[config.mk]
export PLATFORM = sky130hd
export DESIGN_NAME = fetch_queue
export DESIGN_NICKNAME = d
export VERILOG_FILES = /design/src/rtl/fetch_queue_pkg.sv /design/src/rtl/fq_ptr_ctrl.sv /design/src/rtl/fetch_queue.sv
export SDC_FILE = /design/constraint.sdc
export NUM_CORES = 1
export LEC_CHECK = 0
export ABC_AREA = 1
export CAP_MARGIN = 20
export CORE_MARGIN = 1.5
export CORE_UTILIZATION = 62
export DETAILED_ROUTE_END_ITERATION = 6
export GPL_TIMING_DRIVEN = 1
export HOLD_SLACK_MARGIN = 0.08
export PLACE_DENSITY_LB_ADDON = 0.05
export SYNTH_ARGS = -nofsm -noshare
export SYNTH_HDL_FRONTEND = slang
export SYNTH_SLANG_ARGS = --single-unit
[constraint.sdc]
create_clock -name clk -period 5.7 [get_ports clk]
set_input_delay 0.855 -clock clk [delete_from_list [all_inputs] [get_ports clk]]
set_output_delay 0.855 -clock clk [all_outputs]
set_load 0.02 [all_outputs]
[src/rtl/fetch_queue_pkg.sv]
// rtl/fetch_queue_pkg.sv - shared widths, constants and entry type for the fetch queue
package fetch_pkg;

  localparam int AW = 32;
  localparam int DW = 32;
  localparam logic [AW-1:0] RESET_PC = '0;
  localparam logic [AW-1:0] PC_INC = AW'(4);

  // One queue slot: PC is written when the slot is reserved, instr on response
  typedef struct packed {
    logic [AW-1:0] pc;
    logic [DW-1:0] instr;
    logic          filled;
  } entry_t;

endpackage

[src/rtl/fq_ptr_ctrl.sv]
// rtl/fq_ptr_ctrl.sv - tail/fill/head pointers, reservation and drop counters for the fetch queue
module fq_ptr_ctrl #(
  parameter int DEPTH = 4
) (
  input  logic                       clk,
  input  logic                       rst,
  input  logic                       redirect,
  input  logic                       grant,
  input  logic                       rvalid,
  input  logic                       pop,
  output logic [$clog2(DEPTH)-1:0]   head,
  output logic [$clog2(DEPTH)-1:0]   tail,
  output logic [$clog2(DEPTH)-1:0]   fill,
  output logic                       fill_en,
  output logic                       full,
  output logic                       empty
);

  localparam int PW  = $clog2(DEPTH);
  localparam int CW  = PW + 1;
  // In-flight stale responses can exceed DEPTH after repeated redirects
  localparam int DCW = CW + 3;

  logic [CW-1:0]  alloc_cnt;
  logic [CW-1:0]  pend_cnt;
  logic [DCW-1:0] drop_cnt;

  // A response is kept only once every stale in-flight response has been discarded
  assign fill_en = rvalid && (drop_cnt == '0);
  assign full    = (alloc_cnt == CW'(DEPTH));
  assign empty   = (alloc_cnt == '0);

  // Pointer and counter update; redirect flushes and converts pending slots into drops
  always_ff @(posedge clk or negedge rst) begin
    if (!rst) begin
      head      <= '0;
      tail      <= '0;
      fill      <= '0;
      alloc_cnt <= '0;
      pend_cnt  <= '0;
      drop_cnt  <= '0;
    end else if (redirect) begin
      head      <= '0;
      tail      <= '0;
      fill      <= '0;
      alloc_cnt <= '0;
      pend_cnt  <= '0;
      drop_cnt  <= drop_cnt + DCW'(pend_cnt) - DCW'(rvalid);
    end else begin
      if (grant)   tail <= tail + PW'(1);
      if (fill_en) fill <= fill + PW'(1);
      if (pop)     head <= head + PW'(1);
      alloc_cnt <= alloc_cnt + CW'(grant) - CW'(pop);
      pend_cnt  <= pend_cnt + CW'(grant) - CW'(fill_en);
      if (rvalid && (drop_cnt != '0)) drop_cnt <= drop_cnt - DCW'(1);
    end
  end

endmodule

[src/rtl/fetch_queue.sv]
// rtl/fetch_queue.sv - instruction prefetch queue feeding IF/ID; optional FETCH_BYPASS_EN same-cycle response bypass
module fetch_queue #(
  parameter int AW = fetch_pkg::AW,
  parameter int DW = fetch_pkg::DW,
  parameter int DEPTH = 4,
  parameter logic [AW-1:0] RESET_PC = fetch_pkg::RESET_PC
) (
  input  logic          clk,
  input  logic          rst,
  input  logic          redirect,
  input  logic [AW-1:0] redirect_pc,
  output logic          imem_req,
  output logic [AW-1:0] imem_addr,
  input  logic          imem_gnt,
  input  logic          imem_rvalid,
  input  logic [DW-1:0] imem_rdata,
  output logic          out_valid,
  output logic [AW-1:0] out_pc,
  output logic [DW-1:0] out_instr,
  input  logic          out_ready
);
  import fetch_pkg::*;

  localparam int PW = $clog2(DEPTH);

  logic [PW-1:0] head, tail, fill;
  logic          fill_en, full, empty;
  logic          grant, pop, bypass;
  logic [AW-1:0] fetch_pc, hold_pc;
  logic [DW-1:0] hold_instr;
  entry_t        q [DEPTH];

  // Request is gated by reset so the port reads idle while rst is asserted
  assign imem_req  = rst && !redirect && !full;
  assign imem_addr = fetch_pc;
  assign grant     = imem_req && imem_gnt;
  assign pop       = out_valid && out_ready;

`ifdef FETCH_BYPASS_EN
  // Head slot is the one being filled right now: forward the response directly
  assign bypass = !redirect && fill_en && !empty && (head == fill) && !q[head].filled;
`else
  assign bypass = 1'b0;
`endif

  fq_ptr_ctrl #(.DEPTH(DEPTH)) u_ptr (
    .clk      (clk),
    .rst      (rst),
    .redirect (redirect),
    .grant    (grant),
    .rvalid   (imem_rvalid),
    .pop      (pop),
    .head     (head),
    .tail     (tail),
    .fill     (fill),
    .fill_en  (fill_en),
    .full     (full),
    .empty    (empty)
  );

  // Head presentation; with nothing to show, the last presented pair is held
  always_comb begin
    out_valid = 1'b0;
    out_pc    = hold_pc;
    out_instr = hold_instr;
    if (!redirect && !empty && (q[head].filled || bypass)) begin
      out_valid = 1'b1;
      out_pc    = q[head].pc;
      out_instr = bypass ? imem_rdata : q[head].instr;
    end
  end

  // Slot storage: reserve on grant, fill on response, retire on pop; redirect invalidates all
  always_ff @(posedge clk or negedge rst) begin
    if (!rst) begin
      for (int i = 0; i < DEPTH; i++) q[i] <= '0;
    end else if (redirect) begin
      for (int i = 0; i < DEPTH; i++) q[i].filled <= 1'b0;
    end else begin
      if (grant) q[tail].pc <= fetch_pc;
      if (fill_en) begin
        q[fill].instr  <= imem_rdata;
        q[fill].filled <= 1'b1;
      end
      // Placed after the fill so a bypassed-and-popped slot ends up empty
      if (pop) q[head].filled <= 1'b0;
    end
  end

  // Sequential fetch address, restarted by redirect
  always_ff @(posedge clk or negedge rst) begin
    if (!rst)          fetch_pc <= RESET_PC;
    else if (redirect) fetch_pc <= redirect_pc;
    else if (grant)    fetch_pc <= fetch_pc + PC_INC;
  end

  // Remember the last presented pair for display while the queue is empty
  always_ff @(posedge clk or negedge rst) begin
    if (!rst) begin
      hold_pc    <= '0;
      hold_instr <= '0;
    end else if (out_valid) begin
      hold_pc    <= out_pc;
      hold_instr <= out_instr;
    end
  end

endmodule

* Word-level counts from Yosys, hierarchy flattened
Cells that the tools add are included.
** Storage, ports and cells
- Bits in registers :: 374
- Bits of input ports :: 70
- Output and inout bits :: 98
- Word-level logic and storage cells :: 102
** Cells by class
- $add $sub $neg :: 11
- Order comparisons :: 6
- Equality and inequality tests :: 1
- Muxes and demuxes :: 39
- Bitwise gates (word level) :: 3
- Reductions and logical operators :: 21
** Operators by type and width (number)
- 260-bit two-way mux :: 5
- 260-bit bitwise mux :: 4
- 65-bit demux with 2-bit select :: 4
- 65-bit two-way mux :: 3
- 65-bit binary-select mux with 2-bit select :: 1
- 32-bit two-way mux :: 4
- 33-bit two-way mux :: 1
- 32-bit by 3-bit adder with 32-bit output, second input constant :: 1
- 2-bit two-way mux :: 6
- 6-bit two-way mux :: 2
- 1-bit logical AND :: 11
- 3-bit >= comparator, second input constant :: 3
- 3-bit by 1-bit less-than comparator with 1-bit output, second input constant :: 3
- 2-bit NOT with 3-bit output :: 3
- 2-bit nonzero test :: 4
- 1-bit two-way mux :: 7
- 2-bit by 1-bit adder with 2-bit output, second input constant :: 3
- 3-bit by 1-bit adder with 3-bit output :: 2
- 6-bit by 3-bit adder with 6-bit output :: 1
- 6-bit zero test :: 1
- 3-bit two-way mux :: 2
- 6-bit nonzero test :: 1
- 3-bit by 1-bit subtractor with 3-bit output :: 2
- 6-bit by 1-bit subtractor with 6-bit output :: 1
- 4 further kinds :: 6

* Longest topological paths before layout
- Word-level depth :: 15
- Depth in mapped cells :: 13
- Gate-level depth less buffers :: 12

* Hierarchy
From an unflattened synthesis, not the netlist that was laid out.
** Unflattened totals
- Cells, all modules :: 2067
- Area, all modules :: 17091.4 sq um
** By module, submodules not included
- fetch_queue :: instances 1, cells an instance 1900, area each 15770.1 sq um, seq. area each 8908.5 sq um
- fq_ptr_ctrl :: instances 1, cells an instance 167, area each 1321.3 sq um, seq. area each 450.4 sq um

* Least setup slack after synthesis
No wires, ideal clock.
- Path kind :: input port to output port
- Start point :: input redirect
- End point :: output out_instr[14]
- Arrival time :: 2.070 ns
- Required time :: 4.845 ns
- Setup slack :: 2.775 ns
- Stages :: 8
- Buffers on the path :: 3
- Cells stage by stage :: buf_2 inv_2 o21ai_1 nor2_4 buf_4 buf_6 nor2_1 a31oi_1
** Between the ends
- Cells in the longest elaborated chain, start to end :: 4
** RTL lines
- from (decl) :: line fetch_queue.sv:10 : input logic redirect,
- 1-bit zero test :: line fetch_queue.sv:66 : if (!redirect && !empty && (q[head].filled || bypass)) begin
- 1-bit logical AND (2 in series) :: line fetch_queue.sv:66
- 32-bit two-way mux :: line fetch_queue.sv:66
- to (decl) :: line fetch_queue.sv:19 : output logic [DW-1:0] out_instr,
Every way passes these cells.

* Worst setup path after layout
- Start point :: register u_ptr.head[0]
- End point :: output out_pc[3]
** Between the ends
- Cells in the longest elaborated chain, start to end :: 6
** RTL lines
- from (decl) :: line fq_ptr_ctrl.sv:11 : output logic [$clog2(DEPTH)-1:0] head,
- from (signal assigned) :: line fq_ptr_ctrl.sv:52 : if (pop) head <= head + PW'(1);
- 2-bit NOT with 3-bit output (not written as such) * :: line fetch_queue.sv:66, fetch_queue.sv:68
- 65-bit binary-select mux with 2-bit select * :: line fetch_queue.sv:66, fetch_queue.sv:68
- 65-bit two-way mux * (2 in series)
- 1-bit logical AND :: line fetch_queue.sv:66
- 32-bit two-way mux * :: line fetch_queue.sv:66
- to (decl) :: line fetch_queue.sv:18 : output logic [AW-1:0] out_pc,
Mark *: on every way between the ends. The rest lies on a longest branch, timed or not. The select of a mux whose other input is x is not followed.

==> flow_metrics.tcl <==
set metrics [dict create \
    io_pins 168 \
    end_kind "primary output" \
    wl_per_cell_um 16.6 \
    h-tree-depth 2 \
    max_cap_viol_count 0 \
    die_h_um 171 \
    yosysSeqAreaShare 0.536 \
    finalNetCount 2331 \
    post-cts-setup-buffers 0 \
    routabilityCongestion 0.912 \
    hold_violations 0 \
    leakagePower_nw 9.45 \
    path_cells "clkinv_2 > nand2_1 > nand3_1 > nand2_1 > nor2_4 > buf_16 > buf_4 > nor2_1 > a31oi_1 > clkdlybuf4s50_1" \
    vias 15275 \
    hp-class "in2async" \
    seq_power_share 0.423 \
    drive_gt1_frac 0.0473 \
    clock_path_buffers 3 \
    portBuffers 167 \
    critPathArrivalTime_ns 4.08 \
    cts-root-buf "clkbuf_16" \
    synth_nets 2229 \
    synth_most_common_cell "nand2_1" \
    skew_ns 0.00946 \
    clock-sinks 374 \
    finalPower_mw 7.76 \
    fin_cells 2638 \
    overflow 0 \
    synth_top_area_cell "dfrtp_1" \
    critPathMaxStageDelay_ns 0.71 \
    setup_viol 0 \
    min_period_ns 4.94 \
    dieArea_um2 29200 \
    post-route-util 0.749 \
    diodes 0 \
    area_growth_pct 18.9 \
    syn_area_per_cell_um2 8.19 \
    cts_buffers 39 \
    power_density_nw_per_um2 374 \
    worstPathRequired_ns 4.85 \
    hold_buffers 0 \
    ff2ff_path_depth 14 \
    cts_tree "yes" \
    tns_ns 0 \
    cp_slowest_cell "dfrtp_4" \
    dp_cells 2560 \
    cp-start-kind "register" \
    first_pass_iters 7 \
    crit_top_cell "nand2_1" \
    p_int_mw 5.48 \
    cts.repair.resized 0 \
    ir_drop_v 0.000255 \
    status "complete, but fails checks" \
    dpl.hpwl_um 26900 \
    regToRegSetupSlack_ns 1.58 \
    power.share.clock 0.354 \
    worstSetupPathType "reg2out" \
    grt_max_degree 162 \
    worst_pin_slew_ns 1.03 \
    switching_power_mw 2.28 \
    synth_edf_count 0 \
    holdWs_ns 0.314 \
    track_usage 0.309 \
    crit_family "buffers and inverters" \
    pwr-share-comb 0.223 \
    crit_buf_inv 4 \
    clkLatencyLatePin_ns 0.52 \
    initial_utilization 0.630 \
    synth-main-ff-cell "dfrtp_1" \
    wl_um 43800 \
    worst_r2r_endpoint "u_ptr.alloc_cnt[2]" \
    yosys-top-cells-count "433 x nand2_1, 410 x o21ai_0, 382 x nor2_1, 374 x dfrtp_1, 129 x a31oi_1" \
    max_clock_freq_ghz 0.203 \
    rsz0062_at_grt "no" \
    path_max_fanout 52 \
    grt_pass1_wl_um 72000 \
    synthTopCellsByArea "dfrtp_1 54%, o21ai_0 12%, nand2_1 9.3%" \
    synth_warnings 0 \
    syn-cell-area_um2 17400 \
    clk_pin_slew_worst_paths_ns 0.06 \
    switching_share 0.294 \
    synth_top_area_share 0.536 \
    r2r_start "u_ptr.head[0]" \
    core_um2 27700 \
    relSlewSlack 0.313 \
    grt_pass1_vias 14653 \
    routed_via_density 5.79 \
    drt-initial-drc-count 1532 \
    fp.dieW_um 171 \
    violations "design-rule violations" \
    rows 61 \
    antenna_found_initial 0 \
    synthesis.instances 2129 \
    ant_nets 0 \
    synthArstFlopShare 1.00 \
    slew_violations 0 \
    synth_cell_types 29 \
    fin_crit_sh 0.866 \
    synth_seq_cells 374 \
    drcViolationCount 2 \
]
==> layer usage <==
layer  GRT usage  wire, µm  vias to the layer above
met5           0         0                        -
met4      0.0916       975                        0
met3      0.0576      3120                       74
met2       0.508     20900                      591
met1       0.419     18800                     7394
li1            -         -                     7216
==> cell type report <==
type	count	area, µm²
Tap cell	378	473
Fill cell	2074	6960
Clock inverter	9	173
Clock buffer	61	1230
Inverter	126	474
Timing Repair Buffer	189	1970
Sequential cell	374	9360
Multi-Input combinational cell	1501	7060
==> stage by stage <==
| stage | worst slack (ns) | area [µm²] |
|---|---|---|
| floorplan | 2.78 | 17400 |
| global placement | 1.13 | 19200 |
| detailed placement | 1.02 | 19200 |
| CTS | 0.461 | 20600 |
| global route | 0.502 | 20700 |
| finish | 0.763 | 20700 |
==> logic make-up (layout without fill, tap and decap cells) <==
family / Yosys count / count (layout) / share of synthesized area
AND/OR/NAND/NOR: 886 / 886 / 0.199
adder cells (fa/ha/maj): 30 / 30 / 0.0228
XOR/XNOR: 17 / 17 / 0.00853
buffers and inverters: 254 / 385 / 0.0593
flip-flops: 374 / 374 / 0.536
AO/OA/AOI/OAI: 568 / 568 / 0.174
==> placed cells by master (no fill, tap or decap), drive strengths merged <==
| cell type | netlist | final |
|---|---|---|
| clkbuf | 70 | 61 |
| nor2 | 385 | 385 |
| a21oi | 8 | 8 |
| nand2 | 437 | 437 |
| bufinv | 0 | 5 |
| or2 | 1 | 1 |
| nor3 | 2 | 2 |
| o211ai | 11 | 11 |
| fa | 3 | 3 |
| ha | 27 | 27 |
| nand3 | 52 | 52 |
| a31oi | 129 | 129 |
| clkinv | 0 | 4 |
| dfrtp | 374 | 374 |
| clkinvlp | 0 | 1 |
| clkdlybuf4s50 | 0 | 165 |
| o21bai | 1 | 1 |
| xor2 | 14 | 14 |
| xnor2 | 3 | 3 |
| nand4 | 5 | 5 |
| buf | 58 | 24 |
| and2 | 4 | 4 |
| o21ai | 419 | 419 |
| inv | 126 | 125 |
==> power by group through the flow <==
stage                     Sequential (mW)  Combinational (mW)  Clock (mW)
final                                3.28                1.73        2.75
after global routing                 3.32                1.95        2.89
after CTS                            3.28                1.73        2.77
after detailed placement             3.32                1.71           0
after global placement               3.30                1.65           0
after floorplan                      3.29                1.06           0
==> worst max-delay path by stage <==
stage                        startpoint             to  slack, ns  depth (start not counted)
after global routing      u_ptr.head[0]      out_pc[3]       0.50                         10
after floorplan                redirect  out_instr[14]       2.78                          8
after global placement    u_ptr.head[0]   out_instr[3]       1.13                          9
after detailed placement  u_ptr.head[0]     out_pc[27]       1.02                          9
after CTS                 u_ptr.head[0]     out_pc[30]       0.46                          9
final                     u_ptr.head[0]      out_pc[3]       0.76                         10
Power figures use the tool's default switching activity.
